===== src/rtl/bconv_pkg.sv =====
// Shared widths, partial-sum type and output requantizer for the binary-weight conv accumulator.
// Build option BCONV_RELU_EN: defined gives a ReLU-fused unsigned clamp, undefined a signed clamp.
package bconv_pkg;

    localparam int DATA_W   = 6;
    localparam int PSUM_W   = DATA_W + 5;
    localparam int SAT_IN_W = 32;

    typedef logic signed [DATA_W:0]   prod_t;
    typedef logic signed [PSUM_W-1:0] psum_t;

    function automatic logic [DATA_W-1:0] sat_q(input logic signed [SAT_IN_W-1:0] s);
        logic [DATA_W-1:0] q;
`ifdef BCONV_RELU_EN
        localparam int U_MAX = (1 << DATA_W) - 1;
        if (s < 0)
            q = '0;
        else if (s > U_MAX)
            q = '1;
        else
            q = s[DATA_W-1:0];
`else
        localparam int S_MAX = (1 << (DATA_W - 1)) - 1;
        localparam int S_MIN = -(1 << (DATA_W - 1));
        if (s < S_MIN)
            q = {1'b1, {(DATA_W-1){1'b0}}};
        else if (s > S_MAX)
            q = {1'b0, {(DATA_W-1){1'b1}}};
        else
            q = s[DATA_W-1:0];
`endif
        return q;
    endfunction

endpackage


===== src/rtl/bconv_adder_tree9.sv =====
// Sign-select of nine activations by binary weights, then a registered nine-input signed sum.
// Two cycles in to psum; no backpressure, clr kills both valid stages on the next edge.
module bconv_adder_tree9
    import bconv_pkg::*;
(
    input  logic                   clk,
    input  logic                   rst_n,
    input  logic                   in_valid,
    input  logic                   clr,
    input  logic [8:0][DATA_W-1:0] x,
    input  logic [8:0]             w,
    output psum_t                  psum,
    output logic                   v1,
    output logic                   v2
);

    prod_t p [9];
    psum_t grp [3];
    psum_t tree_sum;

    always_ff @(posedge clk or negedge rst_n) begin
        if (!rst_n) begin
            for (int i = 0; i < 9; i++)
                p[i] <= '0;
            psum <= '0;
            v1   <= 1'b0;
            v2   <= 1'b0;
        end else begin
            for (int i = 0; i < 9; i++)
                p[i] <= w[i] ? prod_t'({1'b0, x[i]}) : -prod_t'({1'b0, x[i]});
            psum <= tree_sum;
            v1   <= in_valid & ~clr;
            v2   <= v1 & ~clr;
        end
    end

    // Row sums first, then the sum of rows: two adder levels ahead of the psum register.
    always_comb begin
        for (int g = 0; g < 3; g++)
            grp[g] = psum_t'(p[3*g]) + psum_t'(p[3*g+1]) + psum_t'(p[3*g+2]);
        tree_sum = grp[0] + grp[1] + grp[2];
    end

endmodule


===== src/rtl/bconv_accumulator.sv =====
// Accumulates ACC_COUNT binary 3x3 dot products per pixel, requantizes to DATA_W (BCONV_RELU_EN selects ReLU clamp).
// Last slice in at t gives out_valid at t+3; one slice per cycle, no stalls or backpressure.
module bconv_accumulator
    import bconv_pkg::*;
#(
    parameter int ACC_COUNT = 3,
    parameter int ACC_W     = 18,
    parameter int SHIFT     = 2
)(
    input  logic                    clk,
    input  logic                    rst_n,
    input  logic                    in_valid,
    input  logic                    acc_clr,
    input  logic [DATA_W-1:0]       x11,
    input  logic [DATA_W-1:0]       x12,
    input  logic [DATA_W-1:0]       x13,
    input  logic [DATA_W-1:0]       x21,
    input  logic [DATA_W-1:0]       x22,
    input  logic [DATA_W-1:0]       x23,
    input  logic [DATA_W-1:0]       x31,
    input  logic [DATA_W-1:0]       x32,
    input  logic [DATA_W-1:0]       x33,
    input  logic                    w11,
    input  logic                    w12,
    input  logic                    w13,
    input  logic                    w21,
    input  logic                    w22,
    input  logic                    w23,
    input  logic                    w31,
    input  logic                    w32,
    input  logic                    w33,
    output logic                    out_valid,
    output logic signed [ACC_W-1:0] out_sum,
    output logic [DATA_W-1:0]       out_q,
    output logic                    busy
);

    localparam int CNT_W = (ACC_COUNT > 1) ? $clog2(ACC_COUNT) : 1;
    localparam logic [CNT_W-1:0] LAST = CNT_W'(ACC_COUNT - 1);

    logic [8:0][DATA_W-1:0] x_vec;
    logic [8:0]             w_vec;
    psum_t                  psum;
    logic                   v1;
    logic                   v2;

    logic [CNT_W-1:0]        cnt;
    logic signed [ACC_W-1:0] acc;
    logic signed [ACC_W-1:0] psum_ext;
    logic signed [ACC_W-1:0] sum_next;
    logic signed [ACC_W-1:0] shifted;
    logic                    pixel_done;

    assign x_vec = {x33, x32, x31, x23, x22, x21, x13, x12, x11};
    assign w_vec = {w33, w32, w31, w23, w22, w21, w13, w12, w11};

    bconv_adder_tree9 u_tree (
        .clk      (clk),
        .rst_n    (rst_n),
        .in_valid (in_valid),
        .clr      (acc_clr),
        .x        (x_vec),
        .w        (w_vec),
        .psum     (psum),
        .v1       (v1),
        .v2       (v2)
    );

    // The first slice of a pixel loads rather than adds, so no bubble is needed between pixels.
    assign psum_ext   = ACC_W'(psum);
    assign sum_next   = (cnt == '0) ? psum_ext : acc + psum_ext;
    assign shifted    = sum_next >>> SHIFT;
    assign pixel_done = v2 && (cnt == LAST);

    always_ff @(posedge clk or negedge rst_n) begin
        if (!rst_n) begin
            cnt       <= '0;
            acc       <= '0;
            out_valid <= 1'b0;
            out_sum   <= '0;
            out_q     <= '0;
        end else if (acc_clr) begin
            cnt       <= '0;
            acc       <= '0;
            out_valid <= 1'b0;
        end else begin
            out_valid <= pixel_done;
            if (v2) begin
                acc <= sum_next;
                cnt <= pixel_done ? '0 : cnt + 1'b1;
            end
            if (pixel_done) begin
                out_sum <= sum_next;
                out_q   <= sat_q(SAT_IN_W'(shifted));
            end
        end
    end

    assign busy = v1 | v2 | (cnt != '0);

endmodule


===== config.mk =====
export PLATFORM = sky130hd
export DESIGN_NAME = bconv_accumulator
export DESIGN_NICKNAME = d
export VERILOG_FILES = /design/src/rtl/bconv_pkg.sv /design/src/rtl/bconv_adder_tree9.sv /design/src/rtl/bconv_accumulator.sv
export SDC_FILE = /design/constraint.sdc
export NUM_CORES = 1
export LEC_CHECK = 0
export CAP_MARGIN = 20
export CORE_ASPECT_RATIO = 0.75
export CORE_MARGIN = 10
export CORE_UTILIZATION = 50
export DETAILED_ROUTE_END_ITERATION = 16
export DONT_BUFFER_PORTS = 1
export PLACE_DENSITY_LB_ADDON = 0.2
export SLEW_MARGIN = 40
export SYNTH_ARGS = -nofsm -noshare
export SYNTH_HDL_FRONTEND = slang
export SYNTH_SLANG_ARGS = --single-unit
export TNS_END_PERCENT = 100

===== constraint.sdc =====
create_clock -name clk -period 3.95 [get_ports clk]
set_input_delay 0.79 -clock clk [delete_from_list [all_inputs] [get_ports clk]]
set_output_delay 0.79 -clock clk [all_outputs]
set_load 0.005 [all_outputs]

==> results.md <==
* DR WL/cell at about 18 um
* Largest cells by area after synthesis: dfrtp_1 40%, fa_1 9.3%, ha_1 9.3%, xor2_1 5.1%, nor2_1 4.2%
* Mapped Cells at between 700 and 800
* Net Sw Frac at 0.406
* Drt drc at 0
* Worst path top cell family by delay: adder cells
* Initial DRC count at just over 400
* Post-synth EDFFs at 0
* Initial antenna violation count at 0
* Antenna diode count at 0
* Final Slew Violations at 0
* Top cell by count, worst path: inv_1
* Share of layout cells above drive strength 1 at 0.0999
* CP Data Required Time at about 4300 ps
* Sequential share of power at 0.221
* Least-Margin Pin Slew at around 740 ps
* TritonCTS clock tree: done
* Vias after detailed routing at between 5k and 6k
* Post-Syn Area per Cell at approximately 10 um^2
* First-pass GRT wire length at ~29 mm
* Layout area overhead at 12.0%
* Maximum clock rate at about 0.26 GHz
* Clk root buf: clkbuf_16
* Relative slew slack at 0.499
* Gate power share at 0.562
* Final setup margin at roughly 140 ps
* Die width at roughly 160 um
* RSZ-0062 raised after global routing: true
* Gr ovfl total at 0
* Initial Utilization at 0.516
* Clock Skew at 9.81 ps
* Syn_nets at between 900 and 1k
* Top-count cell post-synth: dfrtp_1
* Biggest area consumer among synthesized cells: dfrtp_1
* Ports at 93
* Via density at approximately 5.5
* Die area at between 0.02 and 0.025 mm^2
* Ys async rst share at 1.00
* Critical path's slowest cell: fa_1
* Pwr Density at ~830 mW/mm^2
* Num CTS Buffers at 17
* Worst Path Arrival at between 4000 and 5000 ps
* Clk pwr share at 0.217
* Endpoints failing setup at 0
* Internal Pwr Total at between 0.004 and 0.005 W
* GRT Resource Usage Total at 0.180
* # rows at 38
* Clock-pin slew on the worst setup and hold paths at approximately 60 ps
* Crit path largest cell delay at between 600 and 700 ps
* Post-synth top area share at 0.401
* Synth Cell Area at 0.00756 mm^2
* Clock sink count at between 100 and 150
* Pin count of the biggest net entering global routing at ~120
* Synth Flop Type: dfrtp_1
* Final Util at 0.578
* Minimum clock period at ~3800 ps
* Antenna Nets Post-Route at 0
* Hold-fix buffers, CTS at 0
* Vias in the first global route at between 5k and 6k
* DRT Wirelength at roughly 18 mm
* Crit-path cells: inv_1 > fa_1 > inv_1 > ha_1 > inv_1 > fa_1 > fa_1 > inv_1 > ha_1 > a21o_1 > a21oi_2 > o21ai_1 > a21oi_2 > o21bai_1 > a21oi_2 > o21ai_1 > o21ai_0
* Post-route setup TNS at 0 ps
* Die height at around 130 um
* Final Hold Vio Count at 0
* Worst setup EP type: flip-flop
* Register bit count reported by yosys at roughly 120
* Buffers & Inverters on Critical Path at 4
* Routability congestion estimate at around 0.88
* Max Cap Viol at 0
* CP Launch Type: flip-flop
* Core Region at around 0.015 mm^2
* Min-delay worst type: input pin to asynchronous set/reset pin
* Psw at roughly 0.0029 W
* Worst vdd ir at about 0.77 mV
* H-Tree Depth at 4
* Leakage at between 3 and 4 nW
* # fillers at roughly 1.3k
* Fin crit share at 0.966
* Setup WS pre-CTS at -49.5 ps
* CP Max Fanout at 2
* Post-synth top cells: 121 x dfrtp_1, 84 x nor2_1, 72 x inv_1
* Worst skew pair latency at roughly 420 ps
* HPWL Detailed at between 10 and 15 mm
* Maximum root-to-sink buffer count at 2
* Synthesis warning total at 0
* First-pass iteration count of the detailed router at 5
* Yosys cell types at 62
* Sequential share of the synthesized area at 0.401
* Critical path class: flip-flop to flip-flop
* Outcome: finished clean
* Nets at about 920
* Port bufs at 0
* Tot Pwr at 0.00705 W
==> repair_timing <==
| action | in CTS | in global routing |
|---|---|---|
| resized for setup | 2 | 18 |
| setup endpoints to repair | 2 | 4 |
| pin swaps | 1 | 7 |
| cloned | 0 | 0 |
| buffers inserted | 0 | 2 |
==> per-layer routing <==
metal / wire (um) / track usage / vias up
li1: - / - / 2567
met5: 0 / 0 / -
met3: 1590 / 0.0688 / 15
met4: 168 / 0.0486 / 0
met2: 7770 / 0.259 / 145
met1: 8280 / 0.247 / 2609
==> stage by stage <==
step	std cells	hold slack (ps)	instance area, um^2
final	971	65.7	8470
after global routing	971	48.5	8470
after CTS	969	54.0	8360
after detailed placement	939	478	7780
after global placement	939	483	7780
after floorplan	750	458	7560
==> layout make-up <==
cell class | count | area (um^2) | share of cell area
Multi-Input combinational cell | 541 | 4290 | 0.507
Clock buffer | 20 | 457 | 0.0539
Tap cell | 200 | 250 | 0.0296
Inverter | 73 | 274 | 0.0324
Timing Repair Buffer | 6 | 45.0 | 0.00532
Clock inverter | 10 | 120 | 0.0142
Sequential cell | 121 | 3030 | 0.358
==> power groups by stage <==
stage | clock network (W) | registers, W | logic, W
after floorplan | 0 | 0.00154 | 0.00262
after CTS | 0.00155 | 0.00156 | 0.00341
final | 0.00153 | 0.00156 | 0.00396
after detailed placement | 0 | 0.00158 | 0.00331
after global placement | 0 | 0.00158 | 0.00319
after global routing | 0.00162 | 0.00158 | 0.00443
==> sequential cells by signal (all words and copies together) (netlist names) <==
name / count
acc: 18
u_tree.psum: 11
out_q: 6
out_sum: 18
u_tree.v2: 1
cnt: 2
u_tree.v1: 1
out_valid: 1
u_tree.p: 63
==> cells by family (layout without fill, tap and decap cells) <==
| group | count (synthesis) | count (layout) | share of synthesized area |
|---|---|---|---|
| AND/OR/NAND/NOR | 200 | 200 | 0.125 |
| AO/OA/AOI/OAI | 166 | 166 | 0.142 |
| flip-flops | 121 | 121 | 0.401 |
| adder cells (fa/ha/maj) | 91 | 91 | 0.185 |
| buffers and inverters | 88 | 109 | 0.0442 |
| XOR/XNOR | 69 | 69 | 0.0809 |
| multiplexers | 15 | 15 | 0.0214 |
==> worst reg2reg max path, cell delays in order (launching register included) <==
cell and delay, ps:
dfrtp_1 310, inv_1 50, fa_1 540, inv_1 60
ha_1 210, inv_1 80, fa_1 460, fa_1 620
inv_1 70, ha_1 290, a21o_1 170, a21oi_2 160
o21ai_1 100, a21oi_2 180, o21bai_1 100, a21oi_2 170
o21ai_1 90, o21ai_0 80
==> path summary, 6_finish.rpt <==
check / startpoint / to / slack, ps / cells past startpoint
worst max-delay path: u_tree.p[1] / u_tree.psum[10] / 140 / 17
worst min-delay path: rst_n / u_tree.p[19] / 70 / 0
worst max register to register: u_tree.p[1] / u_tree.psum[10] / 140 / 17
worst min register to register: u_tree.v1 / u_tree.v2 / 500 / 1
max in group asynchronous: rst_n / u_tree.p[57] / 3670 / 0
min in group clk: x23[0] / u_tree.p[21] / 400 / 0
==> layout by cell type, fill, tap and decap left out, types with 5 or more instances in the layout <==
master and count:
nand2_1 42, dfrtp_1 121, mux2_2 9, and2_1 7, a22oi_1 5, nor2_1 83, nor2b_1 10, xnor2_1 23
a21oi_2 8, a21o_1 16, o21ai_1 5, clkbuf_16 17, inv_1 71, a31oi_1 13, a21oi_1 47, mux2i_1 6
a211oi_1 17, nand2b_1 14, nor3_1 16, fa_1 34, xor2_1 42, o21ai_0 27, ha_1 53, buf_4 6
Note: power is estimated with default switching activity, not from simulation.
